File: config.mk
export PLATFORM = sky130hd
export DESIGN_NAME = spi_master_param
export DESIGN_NICKNAME = d
export VERILOG_FILES = /design/src/rtl/spi_master_param_pkg.sv /design/src/rtl/spi_master_param_clk_div.sv /design/src/rtl/spi_master_param.sv
export SDC_FILE = /design/constraint.sdc
export NUM_CORES = 1
export LEC_CHECK = 0
export CORE_ASPECT_RATIO = 1.1
export CORE_MARGIN = 2
export CORE_UTILIZATION = 55
export CTS_BUF_LIST = sky130_fd_sc_hd__clkbuf_8
export DETAILED_ROUTE_END_ITERATION = 10
export PLACE_DENSITY = 0.89
export SLEW_MARGIN = 40
export SYNTH_ARGS = -nofsm -noshare
export SYNTH_HDL_FRONTEND = slang
export SYNTH_HIERARCHICAL = 1
export SYNTH_SLANG_ARGS = --single-unit
File: constraint.sdc
create_clock -name CLK -period 4.1 [get_ports CLK]
set_input_delay 0.82 -clock CLK [delete_from_list [all_inputs] [get_ports CLK]]
set_output_delay 0.82 -clock CLK [all_outputs]
set_load 0.01 [all_outputs]
File: src/rtl/spi_master_param_pkg.sv
// Shared definitions for the SPI master: FSM state encoding, SPI mode constants
// and the positions of CPOL/CPHA inside a 2-bit {CPOL,CPHA} mode word.
package spi_master_param_pkg;

    typedef enum logic [2:0] {
        ST_IDLE  = 3'd0,
        ST_LEAD  = 3'd1,
        ST_XFER  = 3'd2,
        ST_TRAIL = 3'd3,
        ST_DONE  = 3'd4
    } spi_state_t;

    localparam logic [1:0] SPI_MODE0 = 2'b00;
    localparam logic [1:0] SPI_MODE1 = 2'b01;
    localparam logic [1:0] SPI_MODE2 = 2'b10;
    localparam logic [1:0] SPI_MODE3 = 2'b11;

    localparam int CPOL_BIT = 1;
    localparam int CPHA_BIT = 0;

endpackage

File: src/rtl/spi_master_param_clk_div.sv
// Programmable tick generator: a one-cycle o_tick every (i_div+1) enabled cycles.
// The reload value is captured on i_load so the owner may change i_div afterwards.
module spi_clk_div #(
    parameter int DIV_W = 8
) (
    input  logic             CLK,
    input  logic             RST,
    input  logic             i_load,
    input  logic             i_en,
    input  logic [DIV_W-1:0] i_div,
    output logic             o_tick
);

    logic [DIV_W-1:0] r_cnt;
    logic [DIV_W-1:0] r_reload;

    // NOTE: sequential state uses non-blocking assignments so every register samples pre-edge values.
    always_ff @(posedge CLK or posedge RST) begin
        if (RST) begin
            r_cnt    <= '0;
            r_reload <= '0;
        end else if (i_load) begin
            r_cnt    <= i_div;
            r_reload <= i_div;
        end else if (i_en) begin
            r_cnt <= (r_cnt == '0) ? r_reload : r_cnt - 1'b1;
        end
    end

    assign o_tick = i_en && (r_cnt == '0);

endmodule

File: src/rtl/spi_master_param.sv
// Parametrised full-duplex SPI master: one DATA_W-bit word per accepted W_STB, any CPOL/CPHA,
// MSB/LSB first, N_CS decoded chip selects. Define SPI_LOOPBACK_EN to add the LOOPBACK input.
module spi_master_param
    import spi_master_param_pkg::*;
#(
    parameter  int DATA_W = 8,
    parameter  int DIV_W  = 8,
    parameter  int N_CS   = 1,
    localparam int CS_W   = $clog2(N_CS > 1 ? N_CS : 2)
) (
    input  logic              CLK,
    input  logic              RST,
    input  logic              W_STB,
    input  logic [DATA_W-1:0] W_DATA,
    input  logic [1:0]        W_MODE,
    input  logic              W_LSB,
    input  logic [CS_W-1:0]   W_CS,
    input  logic [DIV_W-1:0]  DIV,
    output logic              W_READY,
    output logic              R_STB,
    output logic [DATA_W-1:0] R_DATA,
    output logic              SCLK,
    output logic              MOSI,
    input  logic              MISO,
`ifdef SPI_LOOPBACK_EN
    input  logic              LOOPBACK,
`endif
    output logic [N_CS-1:0]   CS_N
);

    localparam int                EDGE_W    = $clog2(2 * DATA_W + 1);
    localparam logic [EDGE_W-1:0] LAST_EDGE = EDGE_W'(2 * DATA_W);

    spi_state_t r_state;
    spi_state_t w_state_nxt;

    logic              r_cpha;
    logic              r_lsb;
    logic [CS_W-1:0]   r_cs;
    logic              r_sclk;
    logic              r_mosi;
    logic [DATA_W-1:0] r_tx;
    logic [DATA_W-1:0] r_rx;
    logic [DATA_W-1:0] r_rdata;
    logic [EDGE_W-1:0] r_edge;

    logic              w_ready;
    logic              w_active;
    logic              w_rstb;
    logic              w_accept;
    logic              w_tick;
    logic [EDGE_W-1:0] w_edge_num;
    logic              w_shift_edge;
    logic              w_din;
    logic [N_CS-1:0]   w_cs_n;

    // Bit that leaves the shifter next, and the shifter after it has gone (idle-high fill).
    function automatic logic f_first(input logic [DATA_W-1:0] data, input logic lsb);
        return lsb ? data[0] : data[DATA_W-1];
    endfunction

    function automatic logic [DATA_W-1:0] f_shift(input logic [DATA_W-1:0] data, input logic lsb);
        return lsb ? {1'b1, data[DATA_W-1:1]} : {data[DATA_W-2:0], 1'b1};
    endfunction

    spi_clk_div #(
        .DIV_W (DIV_W)
    ) u_clk_div (
        .CLK    (CLK),
        .RST    (RST),
        .i_load (w_accept),
        .i_en   (w_active),
        .i_div  (DIV),
        .o_tick (w_tick)
    );

    assign w_accept     = W_STB && w_ready;
    assign w_edge_num   = r_edge + EDGE_W'(1);
    // CPHA=0 shifts on even edges, CPHA=1 on odd edges; the other edges sample.
    assign w_shift_edge = (w_edge_num[0] == r_cpha);

`ifdef SPI_LOOPBACK_EN
    logic r_loopback;

    always_ff @(posedge CLK or posedge RST) begin
        if (RST) begin
            r_loopback <= 1'b0;
        end else if (w_accept) begin
            r_loopback <= LOOPBACK;
        end
    end

    assign w_din = r_loopback ? r_mosi : MISO;
`else
    assign w_din = MISO;
`endif

    always_ff @(posedge CLK or posedge RST) begin
        if (RST) begin
            r_state <= ST_IDLE;
        end else begin
            r_state <= w_state_nxt;
        end
    end

    always_comb begin
        w_state_nxt = r_state;
        case (r_state)
            ST_IDLE:  if (W_STB) w_state_nxt = ST_LEAD;
            ST_LEAD:  if (w_tick) w_state_nxt = ST_XFER;
            ST_XFER:  if (w_tick && (w_edge_num == LAST_EDGE)) w_state_nxt = ST_TRAIL;
            ST_TRAIL: if (w_tick) w_state_nxt = ST_DONE;
            ST_DONE:  w_state_nxt = W_STB ? ST_LEAD : ST_IDLE;
            default:  w_state_nxt = ST_IDLE;
        endcase
    end

    // NOTE: every combinational output gets a default first, so no path can infer a latch.
    always_comb begin
        w_ready  = 1'b0;
        w_active = 1'b0;
        w_rstb   = 1'b0;
        case (r_state)
            ST_IDLE:                    w_ready  = 1'b1;
            ST_LEAD, ST_XFER, ST_TRAIL: w_active = 1'b1;
            ST_DONE: begin
                w_ready = 1'b1;
                w_rstb  = 1'b1;
            end
            default: ;
        endcase
    end

    always_comb begin
        w_cs_n = '1;
        for (int i = 0; i < N_CS; i++) begin
            if (w_active && (r_cs == CS_W'(i))) w_cs_n[i] = 1'b0;
        end
    end

    always_ff @(posedge CLK or posedge RST) begin
        if (RST) begin
            r_cpha  <= 1'b0;
            r_lsb   <= 1'b0;
            r_cs    <= '0;
            r_sclk  <= 1'b0;
            r_mosi  <= 1'b1;
            r_tx    <= '0;
            r_rx    <= '0;
            r_edge  <= '0;
            r_rdata <= '0;
        end else begin
            if (w_accept) begin
                r_cpha <= W_MODE[CPHA_BIT];
                r_lsb  <= W_LSB;
                r_cs   <= W_CS;
                r_sclk <= W_MODE[CPOL_BIT];
                r_edge <= '0;
                r_rx   <= '0;
                // CPHA=0 must present the first bit before the first edge.
                if (W_MODE[CPHA_BIT]) begin
                    r_mosi <= 1'b1;
                    r_tx   <= W_DATA;
                end else begin
                    r_mosi <= f_first(W_DATA, W_LSB);
                    r_tx   <= f_shift(W_DATA, W_LSB);
                end
            end else if ((r_state == ST_XFER) && w_tick) begin
                r_edge <= w_edge_num;
                r_sclk <= ~r_sclk;
                if (w_shift_edge) begin
                    r_mosi <= f_first(r_tx, r_lsb);
                    r_tx   <= f_shift(r_tx, r_lsb);
                end else begin
                    r_rx <= r_lsb ? {w_din, r_rx[DATA_W-1:1]} : {r_rx[DATA_W-2:0], w_din};
                end
            end
            if ((r_state == ST_TRAIL) && w_tick) begin
                r_rdata <= r_rx;
            end
        end
    end

    assign W_READY = w_ready;
    assign R_STB   = w_rstb;
    assign R_DATA  = r_rdata;
    assign SCLK    = r_sclk;
    assign MOSI    = w_active ? r_mosi : 1'b1;
    assign CS_N    = w_cs_n;

endmodule

==> impl_results.md <==
* Crit-path leading delay family: simple AND/OR/NAND/NOR gates
* EDFF count, synth at 0
* Drt total wl at 5830 um
* Reg2Reg Launch Point: u_clk_div/r_cnt[4]$_DFFE_PP0P_
* Post-synthesis sequential area ratio at 0.451
* Adder-Cell Fraction of Synth Area at 0.0170
* Yosys reg bits at 53
* Non-Filler Instances at 392
* Global-route wire length before repair at 10,100 um
* Final design utilization at 0.667
* Relative slew slack at 0.478
* Final setup violation count at 0
* Post-Synth XOR/XNOR Area at 0.0208
* Overall Global Routing Usage at 0.215
* Sequential share of power at 0.591
* Clock transition at path regs at 0.10 ns
* Synth Flop Type: dfrtp_1
* Period utilization at 0.716
* Synth Instances at 304
* Fin. Hold Viols at 0
* Share of cells above drive strength 1 at 0.141
* Commonest non-fill, non-tap cell in the layout: nand2_1
* Synth Area in Simple Gates at 0.201
* Port bufs at 36
* Int Power at 0.686 mW
* Instance area after placement at 0.00329 mm^2
* Routed WL per cell at 14.9 um
* Worst EP arrival at 3.12 ns
* Worst EP required at 4.29 ns
* Synth Area in Compound Gates at 0.164
* Worst R2R Path Depth at 7
* CP max stage delay at 0.56 ns
* Cell Count Post-Placement at 384
* Clk buf depth at 2
* Ports at 37
* Mapped Avg Cell Area at 9.68 um^2
* Max_cap viols at 0
* Main combinational cell family by area after synthesis: simple AND/OR/NAND/NOR gates
* Detail Route Antenna Nets at 0
* Yosys cell types at 54
* Post-DP HPWL at 3960 um
* Post-synthesis mux area share at 0.100
* Hold Crit Class: reg -> reg
* Vias at 2,350
* Comb power frac at 0.058
* Psw at 0.199 mW
* Filler cells at 399
* Clock Latency Late Sink at 0.30 ns
* Sink Count at 53
* Setup_tns at 0 ns
* Router iterations before antenna repair at 4
* Worst vdd ir at 0.204 mV
* GRT overflow at 0
* Initial core utilization at 0.581
* Synth warnings at 6
* Pwr Density at 261 mW/mm^2
* RSZ-0062 raised after global routing: false
* Residual DRC at 0
* Lkg Pwr at 1.41 nW
* Kind of end point of the critical path: flip-flop
* Antenna violations before repair at 0
* Final nets at 361
* Die width at 73.7 um
* Hold worst-path end: r_cs$_DFFE_PP0N_
* Design area at 0.00338 mm^2
* Slew Limit Fails at 0
* Hold-fix buffers, CTS at 0
* Row count at 27
* Asr flop ratio synth at 1.00
* Clock buffer count from CTS at 5
* Critical path peak fanout at 18
* Worst hold stages at 2
* Area grow syn2layout at 14.9%
* RD Place Congestion at 0.895
* CTS tree: done
* Fmax at 0.341 GHz
* DP Worst Slack at 1.02 ns
* Switching part of the total at 0.225
* CP cell instances: or4_4 -> nor3_1 -> and2_1 -> nand4bb_2 -> nor2_4 -> nand3b_1 -> o311a_1
* Post-cts sizing count at 0
* Die area at 0.00595 mm^2
* Most frequent cells in the layout: 59 x nand2_1, 52 x dfrtp_1, 36 x clkdlybuf4s50_1
* Post-CTS setup buffers at 0
* R2R Path End: r_tx[0]$_DFFE_PP0P_
* Setup CP Type: reg -> reg
* Worst slew pin tran at 0.783 ns
* CTS root buf: clkbuf_8
* Clk pwr share at 0.351
* Pin count of the biggest net entering global routing at 40
* Post-Syn Nets at 332
* Core footprint at 0.00507 mm^2
* Setup WS post-layout at 1.16 ns
* ANT cells at 0
* Mapped Area at 0.00294 mm^2
* Crit path launch type: flip-flop
* Die height at 80.7 um
* Clock skew at 0.00867 ns
* Hold Crit Start: r_cs$_DFFE_PP0N_
* Flop-to-flop setup slack at 1.16 ns
* Vias per cell at 5.99
* Crit path buf inv count at 0
* Vias in the first global route at 2,282
* Starting DRT DRC Count at 227
* Slowest CP cell: or4_4
* Clock H-tree levels at 2
* Status: complete, no violations
* Min cycle time layout at 2.94 ns
-- worst reg2reg max path, stage by stage (launching register included) --
cell and delay, ns:
dfrtp_1 0.49, or4_4 0.56, nor3_1 0.55, and2_1 0.31
nand4bb_2 0.23, nor2_4 0.39, nand3b_1 0.14, o311a_1 0.16
-- metrics by stage --
| step | hold slack [ns] | total power, mW |
|---|---|---|
| global route | 0.518 | 0.912 |
| CTS | 0.489 | 0.888 |
| detailed placement | 0.465 | 0.584 |
| global placement | 0.452 | 0.584 |
| finish | 0.483 | 0.884 |
| floorplan | 0.440 | 0.554 |
-- Yosys cell counts, drive strengths merged, types with 3 or more instances --
master / instances / area [um^2]
a21oi: 11 / 55.1
or3: 4 / 25.0
a22oi: 5 / 37.5
and2: 4 / 27.5
nor2b: 3 / 18.8
o221ai: 6 / 52.6
xor2: 5 / 43.8
ha: 4 / 50.1
o31ai: 3 / 27.5
mux2: 12 / 135
nor2: 27 / 126
mux2i: 16 / 160
clkbuf: 4 / 15.0
inv: 9 / 33.8
nand3: 6 / 30.0
nand2: 59 / 221
nor3: 5 / 25.0
buf: 11 / 82.6
dfrtp: 52 / 1300
a211oi: 7 / 77.6
o21ai: 18 / 90.1
nor4: 3 / 18.8
-- per-layer routing --
| layer | global-route usage | up-vias | part of all wire |
|---|---|---|---|
| met4 | 0.0636 | 0 | 0.014 |
| met2 | 0.371 | 55 | 0.50 |
| li1 | - | 1133 | - |
| met3 | 0.0289 | 11 | 0.035 |
| met5 | 0 | - | 0 |
| met1 | 0.282 | 1151 | 0.45 |
-- kinds of logic after synthesis --
family | Yosys count
simple gates | 121
compound gates | 66
mux | 28
flops | 53
xor+xnor | 7
fa+ha+maj | 4
buf+inv | 25
-- how the worst max path moves through the flow --
stage,startpoint,to,slack [ns],cells after the start
after floorplan,u_clk_div/r_cnt[4]$_DFFE_PP0P_,r_rx[4]$_DFFE_PP0P_,1.64,9
after global placement,W_STB,u_clk_div/r_cnt[1]$_DFFE_PP0P_,1.08,6
after global routing,u_clk_div/r_cnt[4]$_DFFE_PP0P_,r_mosi$_DFFE_PP1P_,0.94,7
final,u_clk_div/r_cnt[4]$_DFFE_PP0P_,r_tx[0]$_DFFE_PP0P_,1.16,7
after detailed placement,W_STB,u_clk_div/r_cnt[1]$_DFFE_PP0P_,1.02,6
after CTS,u_clk_div/r_cnt[4]$_DFFE_PP0P_,r_tx[0]$_DFFE_PP0P_,1.21,7
-- flip-flops by register name, indices dropped and copies added (netlist names) --
register	cells
r_mosi	1
R_DATA	8
SCLK	1
r_cs	1
r_tx	8
u_clk_div/r_reload	8
r_lsb	1
u_clk_div/r_cnt	8
r_rx	8
r_state	3
r_edge	5
r_cpha	1
-- cell type report --
class                           count  area (um^2)  share of cell area
Multi-Input combinational cell    226         1480               0.438
Sequential cell                    53         1330               0.393
Timing Repair Buffer               37          368               0.109
Clock buffer                        6         82.6              0.0244
Tap cell                           58         72.6              0.0215
Inverter                           10         37.5              0.0111
Clock inverter                      2         13.8             0.00407
-- power by group through the flow --
stage / Combinational, mW / Clock [mW] / Sequential [mW]
floorplan: 0.0212 / 0 / 0.533
global placement: 0.0512 / 0 / 0.533
detailed placement: 0.0517 / 0 / 0.533
CTS: 0.0522 / 0.314 / 0.522
global route: 0.0580 / 0.332 / 0.522
finish: 0.0517 / 0.310 / 0.522
No activity file was read; power rests on OpenSTA's default activity.
